## config.mk

```make
export PLATFORM = sky130hd
export DESIGN_NAME = fetch_stage
export DESIGN_NICKNAME = d
export VERILOG_FILES = /design/src/rtl/fetch_stage.sv
export SDC_FILE = /design/constraint.sdc
export NUM_CORES = 1
export LEC_CHECK = 0
export BUFFER_PORTS_ARGS = -buffer_cell sky130_fd_sc_hd__buf_2
export CORE_UTILIZATION = 50
export CTS_CLUSTER_SIZE = 30
export DETAILED_ROUTE_END_ITERATION = 12
export GPL_ROUTABILITY_DRIVEN = 0
export GPL_TIMING_DRIVEN = 0
export PLACE_DENSITY = 0.75
export SETUP_SLACK_MARGIN = 0.05
export SYNTH_ARGS = -nofsm -noshare
export SYNTH_HDL_FRONTEND = slang
export SYNTH_SLANG_ARGS = --single-unit
```

## constraint.sdc

```tcl
create_clock -name CLK -period 3.1 [get_ports CLK]
set_input_delay 0.31 -clock CLK [delete_from_list [all_inputs] [get_ports CLK]]
set_output_delay 0.31 -clock CLK [all_outputs]
set_load 0.03 [all_outputs]
```

## src/rtl/fetch_stage.sv

```systemverilog
// Instruction fetch: PC, req/ack I-mem port, delay-slot redirect,
// freeze with a one-entry skid buffer feeding the decode registers.
module fetch_stage #(
  parameter logic [31:0] RESET_PC = 32'h0040_0000
) (
  input  logic        CLK,
  input  logic        RESET,
  input  logic [31:0] Alt_PC_IN,
  input  logic        Request_Alt_PC_IN,
  input  logic        WANT_FREEZE_IN,
  output logic [31:0] IMem_Addr_OUT,
  output logic        IMem_Req_OUT,
  input  logic        IMem_Ack_IN,
  input  logic [31:0] IMem_Data_IN,
  output logic [31:0] Instr1_OUT,
  output logic [31:0] Instr_PC_OUT,
  output logic [31:0] Instr_PC_Plus4_OUT,
  output logic        Instr_Valid_OUT
);

  typedef enum logic [1:0] {
    S_IDLE,
    S_REQ,
    S_HOLD
  } state_t;

  typedef struct packed {
    logic [31:0] instr;
    logic [31:0] pc;
    logic [31:0] pc4;
    logic        valid;
  } if_id_t;

  typedef struct packed {
    logic [31:0] data;
    logic [31:0] pc;
  } skid_t;

  state_t      state_q, state_d;
  logic [31:0] pc_q, pc_d;
  if_id_t      out_q, out_d;
  logic        skid_v_q, skid_v_d;
  skid_t       skid_q, skid_d;
  logic        squash_q, squash_d;
  logic        rpend_q, rpend_d;
  logic [31:0] rtgt_q, rtgt_d;

  logic        ack;
  logic        redir;
  logic        kill;
  logic        defer;
  logic [31:0] seq_pc;

  function automatic if_id_t mk(
    input logic [31:0] i,
    input logic [31:0] p
  );
    if_id_t r;
    r.instr = i;
    r.pc    = p;
    r.pc4   = p + 32'd4;
    r.valid = 1'b1;
    return r;
  endfunction

  // Acks outside REQ (e.g. late ones after reset) are ignored.
  assign ack   = (state_q == S_REQ) && IMem_Ack_IN;
  assign redir = Request_Alt_PC_IN && !WANT_FREEZE_IN;
  assign kill  = redir && out_q.valid;
  assign defer = redir && !out_q.valid;

  always_comb begin
    seq_pc = pc_q + 32'd4;
    if (defer) begin
      seq_pc = Alt_PC_IN;
    end else if (rpend_q) begin
      seq_pc = rtgt_q;
    end
  end

  always_comb begin
    state_d  = state_q;
    pc_d     = pc_q;
    out_d    = out_q;
    skid_v_d = skid_v_q;
    skid_d   = skid_q;
    squash_d = squash_q;
    rpend_d  = rpend_q;
    rtgt_d   = rtgt_q;
    if (WANT_FREEZE_IN) begin
      if (ack) begin
        if (squash_q) begin
          squash_d = 1'b0;
          pc_d     = rtgt_q;
          state_d  = S_IDLE;
        end else begin
          skid_v_d    = 1'b1;
          skid_d.data = IMem_Data_IN;
          skid_d.pc   = pc_q;
          pc_d        = seq_pc;
          rpend_d     = 1'b0;
          state_d     = S_HOLD;
        end
      end
    end else begin
      out_d   = '0;
      state_d = S_REQ;
      unique case (state_q)
        S_REQ: begin
          if (!IMem_Ack_IN) begin
            // Keep the address stable; retarget once the stale ack lands.
            if (kill || (redir && squash_q)) begin
              squash_d = 1'b1;
              rtgt_d   = Alt_PC_IN;
            end else if (defer) begin
              rpend_d = 1'b1;
              rtgt_d  = Alt_PC_IN;
            end
          end else if (squash_q) begin
            squash_d = 1'b0;
            pc_d     = redir ? Alt_PC_IN : rtgt_q;
          end else if (kill) begin
            pc_d = Alt_PC_IN;
          end else begin
            out_d   = mk(IMem_Data_IN, pc_q);
            pc_d    = seq_pc;
            rpend_d = 1'b0;
          end
        end
        S_HOLD: begin
          skid_v_d = 1'b0;
          if (kill) begin
            pc_d = Alt_PC_IN;
          end else begin
            if (skid_v_q) begin
              out_d = mk(skid_q.data, skid_q.pc);
            end
            if (defer) begin
              pc_d = Alt_PC_IN;
            end
          end
        end
        S_IDLE: begin
          if (kill) begin
            pc_d = Alt_PC_IN;
          end else if (defer) begin
            rpend_d = 1'b1;
            rtgt_d  = Alt_PC_IN;
          end
        end
        default: begin
          state_d = S_IDLE;
        end
      endcase
      if (kill) begin
        skid_v_d = 1'b0;
      end
    end
  end

  always_ff @(posedge CLK or negedge RESET) begin
    if (!RESET) begin
      state_q  <= S_IDLE;
      pc_q     <= RESET_PC;
      out_q    <= '0;
      skid_v_q <= 1'b0;
      skid_q   <= '0;
      squash_q <= 1'b0;
      rpend_q  <= 1'b0;
      rtgt_q   <= '0;
    end else begin
      state_q  <= state_d;
      pc_q     <= pc_d;
      out_q    <= out_d;
      skid_v_q <= skid_v_d;
      skid_q   <= skid_d;
      squash_q <= squash_d;
      rpend_q  <= rpend_d;
      rtgt_q   <= rtgt_d;
    end
  end

  assign IMem_Req_OUT       = (state_q == S_REQ);
  assign IMem_Addr_OUT      = IMem_Req_OUT ? pc_q : '0;
  assign Instr1_OUT         = out_q.instr;
  assign Instr_PC_OUT       = out_q.pc;
  assign Instr_PC_Plus4_OUT = out_q.pc4;
  assign Instr_Valid_OUT    = out_q.valid;

endmodule

```

==> run_results.csv, run 1 <==
group,metric,value,unit
global_route,grt_max_degree,82,
cts,cts_sinks,228,
cts,postCtsSetupBuffers,0,
floorplan,rows,55,
cts,clock_latency,530,ps
cts,cts_buffers,25,
synth,yosys.area.top_type,"dfrtp_1",
synth,async_flop_share,1.000,
route,wirelength,34650,um
placement,pre_cts_ws,340.2,ps
placement,io_buffers,197,
timing,slew_violations,0,
timing,max_freq,0.3535,GHz
final_layout,layout.nets,1434,
timing,min_period,2829,ps
timing,rsz0062_at_grt,"false",
route,vias,9961,
setup_path,critPathCaptureType,"primary output",
cts,clk_pin_slew,60,ps
route,drtIter0Drc,1045,
setup_path,startpoint_type,"flip-flop",
route,vias_per_cell,5.983,
power,intPower,7148,uW
global_route,grt-ovfl-total,0,
synth,ys_seq_area_frac,0.4915,
synth,ys.flop_type,"dfrtp_1",
timing,hold_violations,0,
setup_path,reg2reg_to,"skid_q[62]",
setup_path,slowest_delay,460,ps
setup_path,cp_top_family,"buffers and inverters",
power,switching_share,0.3895,
placement,hpwl,24460,um
global_route,groute.usage.overall,0.2894,
synth,synth_cells,1132,
final_layout,area_growth,19.06,%
floorplan,initial_core_util,0.5113,
synth,synth_area,11610,um^2
timing,worst_clock_skew,12.55,ps
cts,clockRootBuffer,"clkbuf_16",
global_route,antenna_found_initial,5,
cts,clockBufferDepth,3,
setup_path,r2r_slack,280,ps
setup_path,crit_buf_inv,4,
timing,max_slew_margin,0.4159,
cts,h-tree-depth,1,
synth,synth_seq_cells,228,
final_layout,final_area,13820,um^2
final_layout,fin_util,0.6088,
route,firstDrtPassIters,6,
final_layout,layoutNonFillerInstCount,1665,
synth,synth_nets,1207,
setup_path,worstPathCellList,"inv_1 > ha_1 > clkbuf_2 > clkbuf_1 > and2_1 > buf_2",
setup_path,ff2ff_path_depth,8,
power,p_comb_frac,0.351,
synth,synth_area_leaders,"dfrtp_1, mux2_2, a22oi_1, o21ai_0, nand2_1",
worst_hold_path,holdPathStages,2,
synth,synth_cell_types,74,
synth,synth_edf_count,0,
timing,fin_crit_sh,0.9126,
power,p_leak,0.006293,uW
setup_path,worst-endpoint-arrival,2520,ps
setup_path,timing.rr.start,"state_q[1]",
global_route,grt_pass1_vias,9956,
flow_run,drv_cap,0,
timing,fin_ws,270.8,ps
synth,yosys_warnings,0,
power,clockPowerShare,0.246,
power,powerDensity,846.8,nW/um^2
floorplan,fp.dieArea,23840,um^2
final_layout,nFillCells,1921,
synth,synth.avg_cell_area,10.26,um^2
route,routedWlPerCell,20.81,um
power,peakVddDrop,0.4612,mV
worst_hold_path,min_to,"skid_q[37]",
power,fin_total_pwr,11710,uW
floorplan,die_y,154.4,um
setup_path,criticalPathCategory,"reg2out",
global_route,grt_pass1_wl,53830,um
floorplan,coreArea,22710,um^2
route,post-route-drc-count,0,
worst_hold_path,hp-class,"in2reg",
placement,dpl_cell_area,13020,um^2
floorplan,dieWidth,154.4,um
synth,synth_top_area_frac,0.4892,
outcome,outcome,"finished, final reports clean",
timing,finalSetupViolCount,0,
cts,cts_tree,"built",
worst_hold_path,hold_start,"IMem_Data_IN[5]",
setup_path,required,2790,ps
power,seqPwrFrac,0.402,
placement,placed_cells,1616,
power,p_sw,4559,uW
setup_path,cp_max_fo,10,
timing,worst_slew_pin_slew,876.1,ps
setup_path,cpMaxStageDelayCell,"clkbuf_1",
final_layout,drive_gt1_frac,0.2929,
route,ant_nets,0,
floorplan,io-pin-count,199,
cell usage in the layout, fill, tap and decap left out, types with 29 or more instances in the layout:
cell type,count
xnor2_1,29
o21ai_0,101
mux2_2,95
nand2_1,128
a21oi_1,51
clkbuf_1,57
buf_2,223
nand3_1,34
and2_1,36
nor2_1,49
dfrtp_1,227
a22oi_1,74
final cells by class:
class	count	area (um^2)	share of cell area
multi-input cells	797	5385	0.3895
repair buffers	200	1061	0.07675
flip-flops and latches	228	5707	0.4128
plain buffers	98	486.7	0.03521
well taps	285	356.6	0.02579
clock buffers	37	720.7	0.05213
clock inverters	7	63.81	0.004616
diodes	4	10.01	0.0007240
inverters	9	33.78	0.002444
synth_stat cells (10+ instances only):
master and count:
and2_1 36, a21oi_1 51, xnor2_1 29, a22o_1 15, nand3_1 34, dfrtp_1 227, mux2_2 95, nor2_1 49
a22oi_1 74, buf_2 27, nand2_1 128, and3_1 17, nand4_1 10, o22ai_1 13, clkbuf_1 51, xor2_1 26
o21ai_0 101, buf_4 11
how the worst max path moves through the flow:
stage | startpoint | endpoint | slack [ps] | cells after the start
floorplan | state_q[1] | skid_q[13] | 920 | 8
global placement | RESET | Instr1_OUT[0] | -2310 | 1
detailed placement | state_q[1] | skid_q[56] | 340 | 8
CTS | state_q[1] | IMem_Addr_OUT[22] | 130 | 6
global route | state_q[1] | skid_q[58] | 90 | 8
finish | state_q[1] | IMem_Addr_OUT[8] | 270 | 6
power groups by stage:
| stage | Sequential (uW) | Clock, uW | Combinational, uW |
|---|---|---|---|
| 2_1_floorplan | 4820 | 0 | 2630 |
| 3_3_place_gp | 4680 | 0 | 3960 |
| 3_5_place_dp | 4720 | 0 | 4060 |
| 4_1_cts | 4680 | 2910 | 4080 |
| 5_1_grt | 4820 | 3030 | 4420 |
| 6_report | 4710 | 2880 | 4110 |
kinds of logic after synthesis:
group,after synthesis,share of synthesized area
buffers and inverters,107,0.04472
adders and majority gates,6,0.006465
DFF,228,0.4915
xor gates and xnor gates,55,0.04149
AOI/OAI and AO/OA,318,0.1760
muxes,99,0.09558
and+or+nand+nor,319,0.1443
metal layers:
metal | GRT usage | vias to the layer above | share of wire
li1 | - | 4540 | -
met3 | 0.07313 | 87 | 0.087
met5 | 0 | - | 0.00089
met1 | 0.3838 | 4873 | 0.42
met2 | 0.4587 | 457 | 0.46
met4 | 0.1099 | 4 | 0.032
through the flow:
stage	hold slack [ps]	setup TNS, ps
5_1_grt	17.44	0
6_report	24.47	0
3_5_place_dp	323.3	0
2_1_floorplan	14.41	0
4_1_cts	11.59	0
3_3_place_gp	463.6	-521280
what timing repair did:
action | CTS | global route
endpoints found under the setup margin | 0 | 25
gates resized for setup | 0 | 2
endpoints found under the hold margin | 75 | 0
hold buffers | 1 | 0
state kept, by name, indices dropped and copies added, names as in the netlist:
| name | cells |
|---|---|
| skid_q | 64 |
| Instr1_OUT | 32 |
| Instr_PC_OUT | 32 |
| pc_q | 32 |
| rtgt_q | 32 |
| Instr_PC_Plus4_OUT | 30 |
| state_q | 2 |
| Instr_Valid_OUT | 1 |
| rpend_q | 1 |
| skid_v_q | 1 |
| squash_q | 1 |
(Power assumes the default switching activity.)
==> run 2: changes to the inputs <==
--- a/config.mk
+++ b/config.mk
@@ -6,13 +6,15 @@
 export NUM_CORES = 1
 export LEC_CHECK = 0
 export BUFFER_PORTS_ARGS = -buffer_cell sky130_fd_sc_hd__buf_2
-export CORE_UTILIZATION = 50
+export CORE_UTILIZATION = 52
 export CTS_CLUSTER_SIZE = 30
 export DETAILED_ROUTE_END_ITERATION = 12
 export GPL_ROUTABILITY_DRIVEN = 0
 export GPL_TIMING_DRIVEN = 0
-export PLACE_DENSITY = 0.75
+export MAX_ROUTING_LAYER = met4
+export PLACE_DENSITY = 0.78
 export SETUP_SLACK_MARGIN = 0.05
 export SYNTH_ARGS = -nofsm -noshare
 export SYNTH_HDL_FRONTEND = slang
 export SYNTH_SLANG_ARGS = --single-unit
+export TNS_END_PERCENT = 1
==> run 2 against run 1 <==
Worst hold slack worse by 3.1 ps. Sequential power barely moved. Global-route usage up 1.7 points.
==> run_results.csv, run 2 (same netlist as run 1, synthesis figures left out) <==
group,metric,value,unit
timing,min_period,2788,ps
route,drtIter0Drc,1225,
timing,worst_clock_skew,15.38,ps
power,p_leak,0.006298,uW
final_layout,final_common_cell,"dfrtp_1",
route,routedWlPerCell,20.67,um
final_layout,layoutNonFillerInstCount,1664,
global_route,grt_pass1_vias,9521,
timing,slew_violations,0,
final_layout,drive_gt1_frac,0.2925,
worst_hold_path,hp-class,"in2reg",
final_layout,nFillCells,1815,
setup_path,slowest_delay,420,ps
route,firstDrtPassIters,5,
cts,clockBufferDepth,3,
setup_path,worst-endpoint-arrival,2480,ps
final_layout,regMostFlops,"skid_q",
global_route,grt-ovfl-total,0,
cts,cts_tree,"built",
placement,dpl_cell_area,12990,um^2
cts,clk_pin_slew,60,ps
power,seqPwrFrac,0.400,
cts,cts_sinks,228,
floorplan,rows,54,
cts,cts_buffers,26,
global_route,groute.usage.overall,0.3064,
timing,worst_slew_pin_slew,828.2,ps
cts,clock_latency,530,ps
final_layout,layout.nets,1434,
cts,postCtsSetupBuffers,0,
final_layout,final_area,13840,um^2
floorplan,initial_core_util,0.5304,
route,post-route-drc-count,0,
setup_path,criticalPathCategory,"reg2out",
timing,finalSetupViolCount,0,
floorplan,io-pin-count,199,
timing,fin_crit_sh,0.8995,
global_route,antenna_found_initial,6,
timing,fin_ws,311.6,ps
floorplan,fp.dieArea,22930,um^2
timing,max_slew_margin,0.4479,
power,p_comb_frac,0.350,
power,clockPowerShare,0.251,
global_route,grt_pass1_wl,51860,um
power,intPower,7207,uW
route,vias,10060,
placement,placed_cells,1610,
final_layout,largest_register_ffs,64,
placement,pre_cts_ws,349.3,ps
power,powerDensity,852.6,nW/um^2
power,peakVddDrop,0.4521,mV
final_layout,multi_input_area,5385,um^2
route,ant_nets,0,
flow_run,drv_cap,0,
setup_path,critPathCaptureType,"primary output",
timing,rsz0062_at_grt,"false",
route,vias_per_cell,6.046,
route,wirelength,34400,um
power,p_sw,4593,uW
outcome,outcome,"finished, final reports clean",
setup_path,cp_max_fo,10,
final_layout,final_cell_mix,"dfrtp_1, buf_2, nand2_1, o21ai_0, mux2_2",
floorplan,dieWidth,151.4,um
setup_path,startpoint_type,"flip-flop",
timing,max_freq,0.3586,GHz
placement,io_buffers,197,
cts,h-tree-depth,1,
final_layout,area_growth,19.20,%
floorplan,coreArea,21890,um^2
setup_path,worstPathCellList,"inv_1 > ha_1 > clkbuf_2 > clkbuf_1 > and2_1 > buf_2",
global_route,grt_max_degree,125,
power,fin_total_pwr,11800,uW
setup_path,required,2790,ps
setup_path,cp_top_family,"buffers and inverters",
placement,hpwl,24030,um
floorplan,die_y,151.4,um
power,switching_share,0.3893,
cts,clockRootBuffer,"clkbuf_16",
setup_path,cpMaxStageDelayCell,"dfrtp_1",
timing,hold_violations,0,
setup_path,crit_buf_inv,4,
timing,fin_hold_ws,21.32,ps
final_layout,regArea,5707,um^2
run 2: cell types whose count changed in the layout (fill, tap and decap cells not counted), sizes merged:
cell,before,now
buf,241,240
bufinv,1,0
clkbuf,93,99
clkinv,6,4
diode,4,6
run 2: stage by stage:
stage / setup TNS, ps / util
floorplan: 0 / -
global placement: -514190 / 0.5914
detailed placement: 0 / 0.5932
CTS: 0 / 0.6315
global route: 0 / 0.6323
finish: 0 / 0.6323
run 2: repair_timing:
action | CTS | global route
hold endpoints to repair | 104 | 0
setup endpoints to repair | 0 | 17
resized for setup | 0 | 2
hold buffers | 1 | 0
run 2: layout make-up:
class,instances,area share
clock buffer,43,0.05740
clock inverter,4,0.002531
timing repair buffer,199,0.07467
antenna,6,0.001085
sequential,228,0.4123
tap,280,0.02531
buffer,98,0.03517
multi-input combinational,797,0.3891
inverter,9,0.002441
run 2: layer usage:
metal / up-vias / routed length, um / track usage
met5: - / 0 / -
met4: 0 / 1297 / 0.1250
met3: 94 / 2893 / 0.04608
met2: 503 / 15880 / 0.4610
met1: 4905 / 14330 / 0.4155
li1: 4559 / - / -
run 2: worst paths after layout:
kind	startpoint	to	slack, ps	depth (start not counted)
min	IMem_Data_IN[21]	skid_q[53]	20	2
min reg2reg	Instr_PC_OUT[7]	Instr_PC_OUT[7]	480	2
max in group asynchronous	RESET	rtgt_q[18]	1600	3
max reg2reg	state_q[1]	skid_q[57]	340	8
max	state_q[1]	IMem_Addr_OUT[12]	310	6
min in group asynchronous	RESET	Instr_PC_Plus4_OUT[6]	390	2
run 2: power groups by stage:
stage	logic (uW)	registers, uW	clock network (uW)
CTS	4090	4680	3000
global placement	3960	4670	0
detailed placement	4060	4720	0
floorplan	2630	4820	0
global route	4420	4810	3120
finish	4130	4710	2960
==> run 3: changes to the inputs <==
--- a/config.mk
+++ b/config.mk
@@ -12,7 +12,7 @@
 export GPL_ROUTABILITY_DRIVEN = 0
 export GPL_TIMING_DRIVEN = 0
 export MAX_ROUTING_LAYER = met4
-export PLACE_DENSITY = 0.78
+export PLACE_DENSITY = 0.79
 export SETUP_SLACK_MARGIN = 0.05
 export SYNTH_ARGS = -nofsm -noshare
 export SYNTH_HDL_FRONTEND = slang
==> run 3 against run 2 <==
Global-route usage up 0.16 points. First-iteration DRC count down 17%. Clock skew up 0.71 ps. Critical endpoint is now IMem_Addr_OUT[22].
==> run_results.csv, run 3 (same netlist as run 1, synthesis figures left out) <==
group,metric,value,unit
cts,cts_tree,"built",
placement,dpl_cell_area,12990,um^2
setup_path,reg2reg_to,"skid_q[57]",
final_layout,final_cell_mix,"dfrtp_1, buf_2, nand2_1, o21ai_0, mux2_2",
setup_path,r2r_slack,210,ps
global_route,antenna_found_initial,4,
setup_path,critPathLaunch,"state_q[1]",
setup_path,crit_path_end,"IMem_Addr_OUT[22]",
route,wirelength,34430,um
cts,clk_pin_slew,60,ps
final_layout,regArea,5707,um^2
worst_hold_path,hp-class,"in2reg",
timing,finalSetupViolCount,0,
placement,pre_cts_ws,282.2,ps
setup_path,required,2790,ps
setup_path,startpoint_type,"flip-flop",
route,routedWlPerCell,20.74,um
timing,hold_violations,0,
final_layout,final_common_cell,"dfrtp_1",
global_route,grt_pass1_vias,9632,
floorplan,dieWidth,151.4,um
final_layout,layout.nets,1433,
final_layout,regMostFlops,"skid_q",
route,vias,10090,
floorplan,coreArea,21890,um^2
timing,rsz0062_at_grt,"true",
timing,max_freq,0.3293,GHz
timing,slew_violations,0,
timing,fin_crit_sh,0.9796,
route,vias_per_cell,6.077,
cts,clockBufferDepth,3,
global_route,grt_max_degree,119,
power,peakVddDrop,0.5020,mV
outcome,outcome,"finished, final reports clean",
route,ant_nets,0,
cts,clockRootBuffer,"clkbuf_16",
final_layout,fin_util,0.6283,
cts,h-tree-depth,1,
placement,hpwl,24070,um
cts,clock_latency,530,ps
floorplan,initial_core_util,0.5304,
setup_path,cp_max_fo,10,
setup_path,ff2ff_path_depth,8,
route,firstDrtPassIters,5,
global_route,grt-ovfl-total,0,
cts,cts_sinks,228,
route,drtIter0Drc,1019,
floorplan,fp.dieArea,22930,um^2
route,post-route-drc-count,0,
floorplan,rows,54,
timing,worst_clock_skew,16.09,ps
final_layout,final_area,13750,um^2
setup_path,timing.rr.start,"state_q[1]",
flow_run,drv_cap,0,
setup_path,worst-endpoint-arrival,2730,ps
final_layout,area_growth,18.45,%
placement,io_buffers,197,
floorplan,die_y,151.4,um
global_route,groute.usage.overall,0.3080,
placement,placed_cells,1610,
final_layout,drive_gt1_frac,0.2887,
final_layout,multi_input_area,5385,um^2
floorplan,io-pin-count,199,
setup_path,criticalPathCategory,"reg2out",
cts,postCtsSetupBuffers,0,
cts,cts_buffers,25,
setup_path,critPathCaptureType,"primary output",
final_layout,nFillCells,1820,
timing,min_period,3037,ps
timing,worst_slew_pin_slew,898.0,ps
power,powerDensity,845.4,nW/um^2
final_layout,layoutNonFillerInstCount,1660,
final_layout,largest_register_ffs,64,
power,p_leak,0.006253,uW
global_route,grt_pass1_wl,52100,um
timing,fin_ws,63.33,ps
timing,max_slew_margin,0.4013,
-- run 3: layer usage --
metal	global-route usage	vias to the layer above	wire length [um]
li1	-	4543	-
met1	0.4041	4873	13970
met2	0.4646	567	15810
met3	0.05934	104	3276
met4	0.1350	0	1379
met5	-	-	0
-- run 3: what timing repair did --
action,CTS,global route
hold endpoints to repair,117,0
hold buffers,1,0
resized for setup,0,2
setup endpoints to repair,0,28
-- run 3: area by class of cell --
type | count | area share
Sequential cell | 228 | 0.4149
Multi-Input combinational cell | 797 | 0.3916
Timing Repair Buffer | 199 | 0.07515
Clock buffer | 41 | 0.05277
Buffer | 98 | 0.03539
Tap cell | 280 | 0.02547
Inverter | 9 | 0.002456
Clock inverter | 3 | 0.001365
Antenna cell | 5 | 0.0009098
-- run 3: worst min path at each step --
| stage | to | cells past startpoint | start |
|---|---|---|---|
| 6_report | skid_q[36] | 2 | IMem_Data_IN[4] |
| 5_1_grt | skid_q[38] | 2 | IMem_Data_IN[6] |
| 3_5_place_dp | Instr_PC_Plus4_OUT[4] | 1 | RESET |
| 3_3_place_gp | Instr1_OUT[5] | 2 | Instr1_OUT[5] |
| 4_1_cts | skid_q[54] | 2 | IMem_Data_IN[22] |
| 2_1_floorplan | Instr1_OUT[0] | 0 | RESET |
-- run 3: stage by stage --
stage               TNS (ps)  hold WS [ps]  total power, uW
global placement     -509250         464.3             8616
finish                     0         23.84            11630
global route          -36.77         24.10            12150
CTS                        0         18.17            11560
detailed placement         0         458.0             8782
floorplan                  0         14.41             7452
-- run 3: power breakdown --
group | leakage (uW) | total, uW | internal [uW] | switching (uW)
registers | 0.00288 | 4720 | 3850 | 870
clock network | 0.000363 | 2780 | 1590 | 1200
logic | 0.00301 | 4120 | 1610 | 2510
total | 0.00625 | 11600 | 7050 | 4580
-- run 3: critical path, stage by stage (launching register included) --
cell	delay [ps]
dfrtp_1	440
inv_1	110
ha_1	260
clkbuf_1	500
clkbuf_1	410
and2_1	260
buf_2	220
